$ cat config.mk
export PLATFORM = sky130hd
export DESIGN_NAME = ws2812_strip
export DESIGN_NICKNAME = d
export VERILOG_FILES = /design/src/rtl/ws2812_pkg.sv /design/src/rtl/ws2812_bit_tx.sv /design/src/rtl/ws2812_strip.sv
export SDC_FILE = /design/constraint.sdc
export NUM_CORES = 1
export LEC_CHECK = 0
export ABC_AREA = 1
export ABC_CLOCK_PERIOD_IN_PS = 4900
export CAP_MARGIN = 20
export CORE_MARGIN = 1.5
export CORE_UTILIZATION = 45
export CTS_CLUSTER_DIAMETER = 50
export DETAILED_ROUTE_END_ITERATION = 12
export PLACE_DENSITY = 0.68
export REMOVE_ABC_BUFFERS = 1
export SLEW_MARGIN = 20
export SYNTH_ARGS = -nofsm -noshare
export SYNTH_HDL_FRONTEND = slang
export SYNTH_SLANG_ARGS = --single-unit
$ cat constraint.sdc
create_clock -name clk -period 4.9 [get_ports clk]
set_input_delay 0.49 -clock clk [delete_from_list [all_inputs] [get_ports clk]]
set_output_delay 0.49 -clock clk [all_outputs]
set_load 0.03 [all_outputs]
$ cat src/rtl/ws2812_pkg.sv
// ws2812_pkg: state encoding and timing helpers
// shared by the WS2812/SK6812 strip driver.
package ws2812_pkg;

    typedef enum logic [2:0] {
        ST_LATCH,
        ST_IDLE,
        ST_FETCH,
        ST_HIGH,
        ST_LOW
    } state_e;

    localparam int DEF_CLK_FRE  = 27_000_000;
    localparam int DEF_T0H_NS   = 400;
    localparam int DEF_T0L_NS   = 850;
    localparam int DEF_T1H_NS   = 850;
    localparam int DEF_T1L_NS   = 400;
    localparam int DEF_RESET_US = 80;

    function automatic int ns_to_cyc(input int clk_fre, input int ns);
        longint c;
        c = (longint'(clk_fre) / 1000 * longint'(ns)) / 1_000_000;
        return (c < 1) ? 1 : int'(c);
    endfunction

    function automatic int us_to_cyc(input int clk_fre, input int us);
        longint c;
        c = longint'(clk_fre) / 1_000_000 * longint'(us);
        return (c < 1) ? 1 : int'(c);
    endfunction

endpackage

$ cat src/rtl/ws2812_bit_tx.sv
// ws2812_bit_tx: times one NRZ bit (high phase, then low phase).
// A go in the last low cycle chains the next bit with no gap.
module ws2812_bit_tx #(
    parameter int T0H = 10,
    parameter int T0L = 22,
    parameter int T1H = 22,
    parameter int T1L = 10
) (
    input  logic clk,
    input  logic rst_n,
    input  logic go_i,
    input  logic bit_i,
    output logic dout_o,
    output logic hi_last_o,
    output logic bit_done_o
);

    localparam int MH   = (T0H > T1H) ? T0H : T1H;
    localparam int ML   = (T0L > T1L) ? T0L : T1L;
    localparam int TMAX = (MH > ML) ? MH : ML;
    localparam int CW   = $clog2(TMAX + 1);

    localparam logic [CW-1:0] H0 = CW'(T0H - 1);
    localparam logic [CW-1:0] L0 = CW'(T0L - 1);
    localparam logic [CW-1:0] H1 = CW'(T1H - 1);
    localparam logic [CW-1:0] L1 = CW'(T1L - 1);

    logic          act_q, act_d;
    logic          hi_q, hi_d;
    logic          bit_q, bit_d;
    logic [CW-1:0] cnt_q, cnt_d;
    logic [CW-1:0] hi_end, lo_end;

    always_comb begin
        hi_end     = bit_q ? H1 : H0;
        lo_end     = bit_q ? L1 : L0;
        act_d      = act_q;
        hi_d       = hi_q;
        bit_d      = bit_q;
        cnt_d      = cnt_q + CW'(1);
        hi_last_o  = act_q && hi_q && (cnt_q == hi_end);
        bit_done_o = act_q && !hi_q && (cnt_q == lo_end);
        if (hi_last_o) begin
            hi_d  = 1'b0;
            cnt_d = '0;
        end else if (bit_done_o) begin
            act_d = 1'b0;
            cnt_d = '0;
        end else if (!act_q) begin
            cnt_d = '0;
        end
        if (go_i) begin
            act_d = 1'b1;
            hi_d  = 1'b1;
            bit_d = bit_i;
            cnt_d = '0;
        end
    end

    always_ff @(posedge clk or negedge rst_n) begin
        if (!rst_n) begin
            act_q <= 1'b0;
            hi_q  <= 1'b0;
            bit_q <= 1'b0;
            cnt_q <= '0;
        end else begin
            act_q <= act_d;
            hi_q  <= hi_d;
            bit_q <= bit_d;
            cnt_q <= cnt_d;
        end
    end

    assign dout_o = hi_q;

endmodule

$ cat src/rtl/ws2812_strip.sv
// ws2812_strip: frame sequencer for a WS2812/SK6812 strip, reading
// pixels from a sync RAM with one-pixel-ahead prefetch.
module ws2812_strip
    import ws2812_pkg::*;
#(
    parameter int NUM_LEDS   = 8,
    parameter int COLOR_BITS = 24,
    parameter int CLK_FRE    = DEF_CLK_FRE,
    parameter int T0H_NS     = DEF_T0H_NS,
    parameter int T0L_NS     = DEF_T0L_NS,
    parameter int T1H_NS     = DEF_T1H_NS,
    parameter int T1L_NS     = DEF_T1L_NS,
    parameter int RESET_US   = DEF_RESET_US,
    parameter int AW         = (NUM_LEDS > 1) ? $clog2(NUM_LEDS) : 1
) (
    input  logic                  clk,
    input  logic                  rst_n,
    input  logic                  start,
    output logic [AW-1:0]         pix_addr,
    input  logic [COLOR_BITS-1:0] pix_data,
    output logic                  dout,
    output logic                  busy,
    output logic                  done
);

    localparam int NR = us_to_cyc(CLK_FRE, RESET_US);
    localparam int LW = $clog2(NR + 1);
    localparam int BW = (COLOR_BITS > 1) ? $clog2(COLOR_BITS) : 1;

    localparam logic [LW-1:0] NR_LAST  = LW'(NR - 1);
    localparam logic [BW-1:0] MSB_IDX  = BW'(COLOR_BITS - 1);
    localparam logic [AW-1:0] LAST_PIX = AW'(NUM_LEDS - 1);

    state_e                  state_q, state_d;
    logic [LW-1:0]           lcnt_q, lcnt_d;
    logic                    fcnt_q, fcnt_d;
    logic [AW-1:0]           addr_q, addr_d;
    logic [AW-1:0]           pix_q, pix_d;
    logic [COLOR_BITS-1:0]   shift_q, shift_d;
    logic [COLOR_BITS-1:0]   hold_q, hold_d;
    logic [COLOR_BITS-1:0]   next_word;
    logic [BW-1:0]           bidx_q, bidx_d;
    logic [1:0]              pf_q, pf_d;
    logic                    frame_q, frame_d;
    logic                    go, tx_bit, hi_last, bit_done;

    ws2812_bit_tx #(
        .T0H(ns_to_cyc(CLK_FRE, T0H_NS)),
        .T0L(ns_to_cyc(CLK_FRE, T0L_NS)),
        .T1H(ns_to_cyc(CLK_FRE, T1H_NS)),
        .T1L(ns_to_cyc(CLK_FRE, T1L_NS))
    ) u_bit_tx (
        .clk       (clk),
        .rst_n     (rst_n),
        .go_i      (go),
        .bit_i     (tx_bit),
        .dout_o    (dout),
        .hi_last_o (hi_last),
        .bit_done_o(bit_done)
    );

    // pf_q==1 marks the edge where the prefetched word is on pix_data
    always_comb begin
        state_d   = state_q;
        lcnt_d    = lcnt_q;
        fcnt_d    = fcnt_q;
        addr_d    = addr_q;
        pix_d     = pix_q;
        shift_d   = shift_q;
        hold_d    = hold_q;
        bidx_d    = bidx_q;
        frame_d   = frame_q;
        pf_d      = (pf_q != 2'd0) ? pf_q - 2'd1 : 2'd0;
        next_word = (pf_q == 2'd1) ? pix_data : hold_q;
        go        = 1'b0;
        tx_bit    = shift_q[COLOR_BITS-1];
        done      = 1'b0;
        if (pf_q == 2'd1) hold_d = pix_data;
        unique case (state_q)
            ST_LATCH: begin
                if (lcnt_q == NR_LAST) begin
                    lcnt_d  = '0;
                    done    = frame_q;
                    frame_d = 1'b0;
                    state_d = ST_IDLE;
                end else begin
                    lcnt_d = lcnt_q + LW'(1);
                end
            end
            ST_IDLE: begin
                if (start) begin
                    addr_d  = '0;
                    pix_d   = '0;
                    fcnt_d  = 1'b0;
                    state_d = ST_FETCH;
                end
            end
            ST_FETCH: begin
                if (!fcnt_q) begin
                    fcnt_d = 1'b1;
                end else begin
                    fcnt_d  = 1'b0;
                    shift_d = pix_data;
                    bidx_d  = MSB_IDX;
                    go      = 1'b1;
                    tx_bit  = pix_data[COLOR_BITS-1];
                    state_d = ST_HIGH;
                    if (NUM_LEDS > 1) begin
                        addr_d = pix_q + AW'(1);
                        pf_d   = 2'd2;
                    end
                end
            end
            ST_HIGH: begin
                if (hi_last) state_d = ST_LOW;
            end
            ST_LOW: begin
                if (bit_done) begin
                    if (bidx_q != '0) begin
                        bidx_d  = bidx_q - BW'(1);
                        shift_d = shift_q << 1;
                        go      = 1'b1;
                        tx_bit  = shift_d[COLOR_BITS-1];
                        state_d = ST_HIGH;
                    end else if (pix_q != LAST_PIX) begin
                        pix_d   = pix_q + AW'(1);
                        shift_d = next_word;
                        bidx_d  = MSB_IDX;
                        go      = 1'b1;
                        tx_bit  = next_word[COLOR_BITS-1];
                        state_d = ST_HIGH;
                        if (pix_d != LAST_PIX) begin
                            addr_d = pix_d + AW'(1);
                            pf_d   = 2'd2;
                        end
                    end else begin
                        lcnt_d  = '0;
                        frame_d = 1'b1;
                        state_d = ST_LATCH;
                    end
                end
            end
            default: state_d = ST_LATCH;
        endcase
    end

    always_ff @(posedge clk or negedge rst_n) begin
        if (!rst_n) begin
            state_q <= ST_LATCH;
            lcnt_q  <= '0;
            fcnt_q  <= 1'b0;
            addr_q  <= '0;
            pix_q   <= '0;
            shift_q <= '0;
            hold_q  <= '0;
            bidx_q  <= '0;
            pf_q    <= 2'd0;
            frame_q <= 1'b0;
        end else begin
            state_q <= state_d;
            lcnt_q  <= lcnt_d;
            fcnt_q  <= fcnt_d;
            addr_q  <= addr_d;
            pix_q   <= pix_d;
            shift_q <= shift_d;
            hold_q  <= hold_d;
            bidx_q  <= bidx_d;
            pf_q    <= pf_d;
            frame_q <= frame_d;
        end
    end

    assign pix_addr = addr_q;
    assign busy     = (state_q != ST_IDLE);

endmodule
==> results.sh, run 1 <==
export IMPL_status="finished, final reports clean"
export IMPL_syn_inst=595
export IMPL_dieArea_mm2=0.0108
export IMPL_multiInputGateArea_mm2=0.00207
export IMPL_start_util_pct=46.6
export IMPL_drive_above_1_share_pct=7.70
export IMPL_synth_most_common_cell="nand2_1"
export IMPL_min_path_type="in -> async"
export IMPL_report_power_total_uw=1230
export IMPL_wl_per_cell_um=12.9
export IMPL_cts_max_level=3
export IMPL_worst_pin_slew_ns=0.998
export IMPL_antennaDiodeCount=0
export IMPL_r2r_start="state_q[0]"
export IMPL_yosysSeqAreaShare_pct=46.5
export IMPL_synth_top_area_share_pct=46.5
export IMPL_end_kind="output port"
export IMPL_io_buffers=32
export IMPL_crit_type="reg -> out"
export IMPL_ys_seq_elements=85
export IMPL_drt_pass1_iterations=4
export IMPL_gp_congestion=0.847
export IMPL_cts_root_buf="clkbuf_8"
export IMPL_synth_main_ff_cell="dfrtp_1"
export IMPL_via_per_inst=5.02
export IMPL_grt_pass1_wl_mm=17.5
export IMPL_post_place_ws_ns=2.42
export IMPL_fp_dieW_um=104
export IMPL_fillerInstances=955
export IMPL_fin_area_mm2=0.00513
export IMPL_peakVddDrop_uv=121
export IMPL_finClkSkew_ns=0.00654
export IMPL_cts_repair_resized=0
export IMPL_regToRegSetupSlack_ns=2.46
export IMPL_cts_hold_buf=0
export IMPL_place_area_mm2=0.00495
export IMPL_post_route_drc_count=0
export IMPL_dieHeight_um=104
export IMPL_synth_top_cell_by_area="dfrtp_1"
export IMPL_antenna_found_initial=0
export IMPL_syn_area_per_cell_um2=7.69
export IMPL_yosys_warnings=0
export IMPL_syn_area_mm2=0.00458
export IMPL_slew_viol_final=0
export IMPL_clkSinkCount=85
export IMPL_worst_slack_ns=2.21
export IMPL_finalCriticalPeriod_ns=2.69
export IMPL_first_global_vias=3758
export IMPL_grt_total_usage_pct=19.9
export IMPL_grt_max_degree=59
export IMPL_critPathArrivalTime_ns=2.20
export IMPL_clock_latency_ns=0.35
export IMPL_finalCritPeriodShare_pct=54.9
export IMPL_cts_buffers=9
export IMPL_cp_max_fo=5
export IMPL_rows=36
export IMPL_async_flop_share_pct=100
export IMPL_nets=655
export IMPL_max_slew_margin_pct=33.5
export IMPL_power_leakage_uw=0.00250
export IMPL_grt_overflow=0
export IMPL_rsz0062_at_grt="false"
export IMPL_clk_path_buf_depth=2
export IMPL_synth_common_cells="230 x nand2_1, 85 x dfrtp_1, 60 x inv_1"
export IMPL_drt_iter0_drc=213
export IMPL_synth_area_leaders="dfrtp_1 46%, nand2_1 19%, inv_1 4.9%, nand3_1 4.5%, o21ai_0 3.3%"
export IMPL_cts_tree="yes"
export IMPL_antenna_left=0
export IMPL_start_kind="register"
export IMPL_r2r_cells=6
export IMPL_hold_ws_ns=0.0446
export IMPL_setup_viol=0
export IMPL_syn_to_final_growth_pct=12.1
export IMPL_setup_tns_ns=0
export IMPL_hpwl_mm=6.72
export IMPL_routed_wl_mm=9.77
export IMPL_via_count=3797
export IMPL_regArea_mm2=0.00213
export IMPL_fmax_ghz=0.372
export IMPL_clkTransAtPathRegs_ns=0.08
export IMPL_postCtsSetupBuffers=0
export IMPL_regToRegEndpoint="shift_q[2]"
export IMPL_coreArea_mm2=0.00982
export IMPL_hold_viol_final=0
export IMPL_synth_edf_count=0
export IMPL_cap_violations=0
export IMPL_worstPathRequired_ns=4.41
export IMPL_power_density_mw_per_mm2=240
export IMPL_io_pins=33
export IMPL_ys_types=35
==> area by class of cell <==
cell class	count	share of cell area, %
Clock inverter	5	1.02
Inverter	66	4.88
Clock buffer	10	2.49
Sequential cell	85	41.5
Timing Repair Buffer	34	6.49
Multi-Input combinational cell	423	40.4
Tap cell	133	3.24
==> kinds of logic (layout without fill, tap and decap cells) <==
family                     count (synthesis)  in the layout  share of synthesized area (%)
adders and majority gates                  9              9                           2.46
buffers and inverters                     87            115                           8.20
DFF                                       85             85                           46.5
xor gates and xnor gates                   5              5                          0.957
AOI/OAI and AO/OA                         73             73                           10.4
and+or+nand+nor                          336            336                           31.5
==> state kept, by name, indices dropped and copies added (netlist names) <==
register,flops
u_bit_tx.dout_o,1
pix_addr,3
pix_q,3
lcnt_q,12
frame_q,1
hold_q,24
pf_q,2
shift_q,23
u_bit_tx.cnt_q,5
state_q,3
u_bit_tx.bit_q,1
u_bit_tx.act_q,1
fcnt_q,1
bidx_q,5
==> how the worst max path moves through the flow <==
| stage | from | end | slack, ns |
|---|---|---|---|
| final | state_q[2] | done | 2.21 |
| after global routing | state_q[2] | done | 2.06 |
| after CTS | state_q[2] | done | 2.16 |
| after detailed placement | state_q[0] | shift_q[2] | 2.42 |
| after global placement | state_q[2] | done | 2.56 |
| after floorplan | bidx_q[0] | u_bit_tx.cnt_q[0] | 3.03 |
==> where the power goes <==
part / switching (uW) / internal [uW] / leakage, uW / total [uW]
Clock: 248 / 231 / 0.0000919 / 479
Combinational: 24.5 / 24.9 / 0.00148 / 49.4
Sequential: 0 / 701 / 0.000922 / 701
==> layer usage <==
metal	wire length, um	vias to the layer above	global-route usage (%)
li1	-	1950	-
met4	113	0	8.04
met2	4750	67	32.9
met3	364	10	2.33
met5	0	-	0
met1	4540	1770	26.5
==> cell usage in the layout (no fill, tap or decap), types with 2 or more instances in the layout <==
cell type        instances
o21ai_2                  6
nand2_1                230
clkdlybuf4s50_1         31
nand2_2                  2
nand4_1                 12
nand2_4                  4
o21ai_1                 12
nand3_1                 41
nor2_4                   2
nor2_2                   2
nor3_1                   6
o21ai_0                 30
o221ai_1                 6
xor2_1                   5
nand3b_1                 2
o211ai_1                11
inv_1                   60
or2_2                    3
inv_2                    5
clkbuf_8                 9
clkinv_2                 3
buf_4                    3
a21oi_1                  3
dfrtp_1                 85
nor2_1                  29
ha_1                     9
==> worst max-delay path, stage by stage, from the launching register on <==
cell	delay, ns
dfrtp_1	0.43
nor3_1	0.46
nand2_1	0.13
nor2_1	0.14
clkdlybuf4s50_1	0.68
==> per-stage QoR <==
stage	util, %	std cells
after floorplan	-	574
after global placement	50.4	741
after detailed placement	50.4	741
after CTS	52.2	756
after global routing	52.2	756
final	52.2	756
Power figures use the tool's default switching activity.
==> run 2: changes to the inputs <==
--- a/config.mk
+++ b/config.mk
@@ -6,7 +6,7 @@
 export NUM_CORES = 1
 export LEC_CHECK = 0
 export ABC_AREA = 1
-export ABC_CLOCK_PERIOD_IN_PS = 4900
+export ABC_CLOCK_PERIOD_IN_PS = 2600
 export CAP_MARGIN = 20
 export CORE_MARGIN = 1.5
 export CORE_UTILIZATION = 45
==> constraint.sdc (replaced) <==
create_clock -name clk -period 2.6 [get_ports clk]
set_input_delay 0.26 -clock clk [delete_from_list [all_inputs] [get_ports clk]]
set_output_delay 0.26 -clock clk [all_outputs]
set_load 0.03 [all_outputs]
==> results.sh, run 2 (synthesized netlist as in run 1, its figures left out) <==
export IMPL_finalCritPeriodShare_pct=90.3
export IMPL_grt_total_usage_pct=19.4
export IMPL_first_global_vias=3732
export IMPL_finClkSkew_ns=0.00866
export IMPL_setup_tns_ns=0
export IMPL_nets=662
export IMPL_drt_iter0_drc=186
export IMPL_gp_congestion=0.804
export IMPL_postCtsSetupBuffers=0
export IMPL_r2r_cells=11
export IMPL_status="finished, final reports clean"
export IMPL_antennaDiodeCount=0
export IMPL_largest_reg_flops=24
export IMPL_grt_max_degree=86
export IMPL_syn_to_final_growth_pct=14.3
export IMPL_drive_above_1_share_pct=8.57
export IMPL_via_count=3841
export IMPL_largestRegisters="hold_q x24, shift_q x23, lcnt_q x12"
export IMPL_final_cell_mix="230 x nand2_1, 85 x dfrtp_1, 60 x inv_1, 41 x nand3_1, 31 x clkdlybuf4s50_1"
export IMPL_top_register="hold_q"
export IMPL_power_density_mw_per_mm2=466
export IMPL_min_path_type="in -> async"
export IMPL_fmax_ghz=0.426
export IMPL_via_per_inst=5.03
export IMPL_grt_pass1_wl_mm=17.1
export IMPL_wl_per_cell_um=12.6
export IMPL_fp_dieW_um=104
export IMPL_cap_violations=0
export IMPL_report_power_total_uw=2440
export IMPL_io_pins=33
export IMPL_cp_max_fo=4
export IMPL_hold_viol_final=0
export IMPL_slew_viol_final=0
export IMPL_clk_path_buf_depth=2
export IMPL_rows=36
export IMPL_final_common_cell="nand2_1"
export IMPL_critPathArrivalTime_ns=2.09
export IMPL_routed_wl_mm=9.64
export IMPL_worstPathRequired_ns=2.34
export IMPL_start_util_pct=46.6
export IMPL_clkTransAtPathRegs_ns=0.08
export IMPL_cp_common_cell="nor2_1"
export IMPL_clkSinkCount=85
export IMPL_rsz0062_at_grt="false"
export IMPL_drt_pass1_iterations=4
export IMPL_power_leakage_uw=0.00255
export IMPL_dieHeight_um=104
export IMPL_coreArea_mm2=0.00982
export IMPL_clock_latency_ns=0.35
export IMPL_end_kind="output port"
export IMPL_fillerInstances=972
export IMPL_post_route_drc_count=0
export IMPL_antenna_found_initial=0
export IMPL_max_slew_margin_pct=58.6
export IMPL_slowest_stage="clkdlybuf4s50_1"
export IMPL_hpwl_mm=6.43
export IMPL_grt_overflow=0
export IMPL_finalCriticalPeriod_ns=2.35
export IMPL_cts_tree="yes"
export IMPL_crit_type="reg -> out"
export IMPL_io_buffers=32
export IMPL_path_cells="ha_1, nand2_1, nor2_1, nand3_1, nor2_1, clkdlybuf4s50_1"
export IMPL_dieArea_mm2=0.0108
export IMPL_slowest_delay_ns=0.68
export IMPL_start_kind="register"
export IMPL_worst_pin_slew_ns=0.620
export IMPL_antenna_left=0
export IMPL_cts_buffers=9
export IMPL_setup_viol=0
export IMPL_cts_root_buf="clkbuf_8"
export IMPL_peakVddDrop_uv=267
export IMPL_cts_max_level=3
-- run 2: what timing repair did --
action                    in CTS  in global routing
hold endpoints to repair      85                  0
resized for setup              0                  0
hold buffers                   1                  0
-- run 2: routing by layer --
| layer | vias up | routed length, um | GRT usage, % |
|---|---|---|---|
| met5 | - | 0 | 0 |
| met4 | 0 | 66 | 5.56 |
| met3 | 7 | 362 | 3.96 |
| met2 | 61 | 4650 | 32.4 |
| met1 | 1820 | 4560 | 25.6 |
| li1 | 1953 | - | - |
-- run 2: through the flow --
stage	hold WS (ns)	util (%)	cell area (um2)	instances	setup WS, ns
floorplan	-0.0356	-	4450	574	0.731
global placement	0.338	51.0	5010	747	0.637
detailed placement	0.336	51.0	5010	747	0.594
CTS	0.478	53.3	5230	763	0.229
global route	0.489	53.3	5230	763	0.0591
finish	0.465	53.3	5230	763	0.253
-- run 2: final cells by class --
cell class	count	area, um2	share of cell area (%)
well taps	133	166	3.18
clock inverters	4	72.6	1.39
clock buffers	11	141	2.70
multi-input cells	423	2070	39.6
repair buffers	41	400	7.65
inverters	66	250	4.78
flip-flops and latches	85	2130	40.7
-- run 2: worst max-delay path: cells and delay by family, from the launching register on --
kind / cells / cell delay [ns]
buffers and inverters: 1 / 0.68
adders and majority gates: 1 / 0.18
DFF: 1 / 0.40
and+or+nand+nor: 4 / 0.47
-- run 2: power by group --
group / internal (uW) / switching [uW] / total, uW / leakage [uW]
logic: 50.1 / 46.3 / 96.3 / 0.00152
clock network: 561 / 459 / 1020 / 0.000105
registers: 1320 / 0 / 1320 / 0.000922
total: 1930 / 505 / 2440 / 0.00255
-- run 2: final timing paths --
| path | start | end | slack (ns) |
|---|---|---|---|
| worst max-delay path | lcnt_q[0] | done | 0.25 |
| worst min-delay path | rst_n | hold_q[11] | 0.46 |
| worst max register to register | bidx_q[0] | u_bit_tx.cnt_q[1] | 0.58 |
| worst min register to register | hold_q[7] | hold_q[7] | 0.47 |
| max in group asynchronous | rst_n | lcnt_q[10] | 1.77 |
| min in group clk | hold_q[7] | hold_q[7] | 0.47 |
==> run 3: changes to the inputs <==
--- a/config.mk
+++ b/config.mk
@@ -6,7 +6,7 @@
 export NUM_CORES = 1
 export LEC_CHECK = 0
 export ABC_AREA = 1
-export ABC_CLOCK_PERIOD_IN_PS = 2600
+export ABC_CLOCK_PERIOD_IN_PS = 2700
 export CAP_MARGIN = 20
 export CORE_MARGIN = 1.5
 export CORE_UTILIZATION = 45
==> constraint.sdc (replaced) <==
create_clock -name clk -period 2.7 [get_ports clk]
set_input_delay 0.27 -clock clk [delete_from_list [all_inputs] [get_ports clk]]
set_output_delay 0.27 -clock clk [all_outputs]
set_load 0.03 [all_outputs]
==> results.sh, run 3 (synthesized netlist as in run 1, its figures left out) <==
export IMPL_status="finished, violations left"
export IMPL_violations="negative hold slack"
export IMPL_clkSinkCount=85
export IMPL_finClkSkew_ns=0.0135
export IMPL_nets=658
export IMPL_coreArea_mm2=0.00982
export IMPL_antennaDiodeCount=0
export IMPL_postCtsSetupBuffers=0
export IMPL_post_route_drc_count=0
export IMPL_clock_latency_ns=0.36
export IMPL_final_cell_mix="230 x nand2_1, 85 x dfrtp_1, 60 x inv_1, 41 x nand3_1, 31 x clkdlybuf4s50_1"
export IMPL_cap_violations=0
export IMPL_fmax_ghz=0.411
export IMPL_worst_pin_slew_ns=0.767
export IMPL_antenna_left=0
export IMPL_hold_viol_final=71
export IMPL_first_global_vias=3839
export IMPL_largest_reg_flops=24
export IMPL_cts_tree="yes"
export IMPL_path_cells="nor3_1, nand2_1, nor2_1, clkdlybuf4s50_1"
export IMPL_cp_top_family="simple AND/OR/NAND/NOR gates"
export IMPL_grt_total_usage_pct=19.2
export IMPL_finalCritPeriodShare_pct=90.2
export IMPL_routed_wl_mm=9.82
export IMPL_critPathArrivalTime_ns=2.16
export IMPL_fillerInstances=948
export IMPL_cts_repair_resized=0
export IMPL_clkTransAtPathRegs_ns=0.09
export IMPL_drive_above_1_share_pct=8.13
export IMPL_power_leakage_uw=0.00252
export IMPL_crit_type="reg -> out"
export IMPL_min_path_type="in -> async"
export IMPL_final_core_utilization_pct=52.6
export IMPL_antenna_found_initial=0
export IMPL_critical_path_buf_inv_count=1
export IMPL_peakVddDrop_uv=292
export IMPL_hpwl_mm=6.55
export IMPL_start_kind="register"
export IMPL_cts_buffers=9
export IMPL_start_util_pct=46.6
export IMPL_rsz0062_at_grt="false"
export IMPL_slowest_stage="clkdlybuf4s50_1"
export IMPL_place_area_mm2=0.00497
export IMPL_cts_hold_buf=0
export IMPL_max_slew_margin_pct=48.9
export IMPL_worst_slack_ns=0.266
export IMPL_via_count=3852
export IMPL_gp_congestion=0.849
export IMPL_syn_to_final_growth_pct=13.0
export IMPL_cts_root_buf="clkbuf_8"
export IMPL_finalCriticalPeriod_ns=2.43
export IMPL_io_buffers=32
export IMPL_slowest_delay_ns=0.68
export IMPL_top_register="hold_q"
export IMPL_cts_max_level=3
export IMPL_hold_ws_ns=-0.0428
export IMPL_slew_viol_final=0
export IMPL_fp_dieW_um=104
export IMPL_grt_overflow=0
export IMPL_io_pins=33
export IMPL_dieHeight_um=104
export IMPL_setup_viol=0
export IMPL_cp_max_fo=5
export IMPL_drt_iter0_drc=174
export IMPL_drt_pass1_iterations=5
export IMPL_final_common_cell="nand2_1"
export IMPL_post_place_ws_ns=0.497
export IMPL_rows=36
export IMPL_end_kind="output port"
export IMPL_power_density_mw_per_mm2=438
export IMPL_worstPathRequired_ns=2.43
export IMPL_largestRegisters="hold_q x24, shift_q x23, lcnt_q x12"
export IMPL_fin_area_mm2=0.00517
export IMPL_grt_pass1_wl_mm=16.8
export IMPL_wl_per_cell_um=12.9
export IMPL_dieArea_mm2=0.0108
export IMPL_grt_max_degree=86
export IMPL_instances_no_fill=760
export IMPL_via_per_inst=5.07
export IMPL_setup_tns_ns=0
export IMPL_clk_path_buf_depth=2
export IMPL_dp_cells=744
run 3: per-stage QoR:
step           hold WS [ns]  power, uW
2_1_floorplan       -0.0256       1320
3_3_place_gp          0.453       1390
3_5_place_dp          0.457       1390
4_1_cts               0.145       2290
5_1_grt              0.0176       2340
6_report            -0.0428       2260
run 3: final timing paths:
check | start | end | slack [ns] | depth (start not counted)
worst max register to register | bidx_q[0] | u_bit_tx.cnt_q[3] | 0.49 | 10
worst min-delay path | rst_n | hold_q[14] | -0.04 | 1
min in group clk | hold_q[7] | hold_q[7] | 0.48 | 2
worst min register to register | hold_q[7] | hold_q[7] | 0.48 | 2
max in group asynchronous | rst_n | pix_addr[1] | 2.22 | 1
worst max-delay path | state_q[2] | done | 0.27 | 4
run 3: layout make-up:
cell class	instances	area, um2	area share, %
clock inverter	4	47.5	0.920
timing repair buffer	37	359	6.95
clock buffer	12	145	2.81
inverter	66	250	4.84
multi-input combinational	423	2070	40.1
tap	133	166	3.22
sequential	85	2130	41.2
run 3: power by group:
part / leakage (uW) / switching (uW) / internal, uW
Clock: 0.0000964 / 451 / 451
Combinational: 0.00150 / 43.2 / 44.7
Sequential: 0.000922 / 0 / 1270
Total: 0.00252 / 495 / 1770
run 3: routing by layer:
layer | routed length (um) | global-route usage [%] | vias to the layer above
li1 | - | - | 1956
met1 | 4600 | 23.2 | 1805
met2 | 4660 | 33.5 | 71
met3 | 302 | 2.45 | 20
met4 | 260 | 10.1 | 0
met5 | 0 | 0 | -
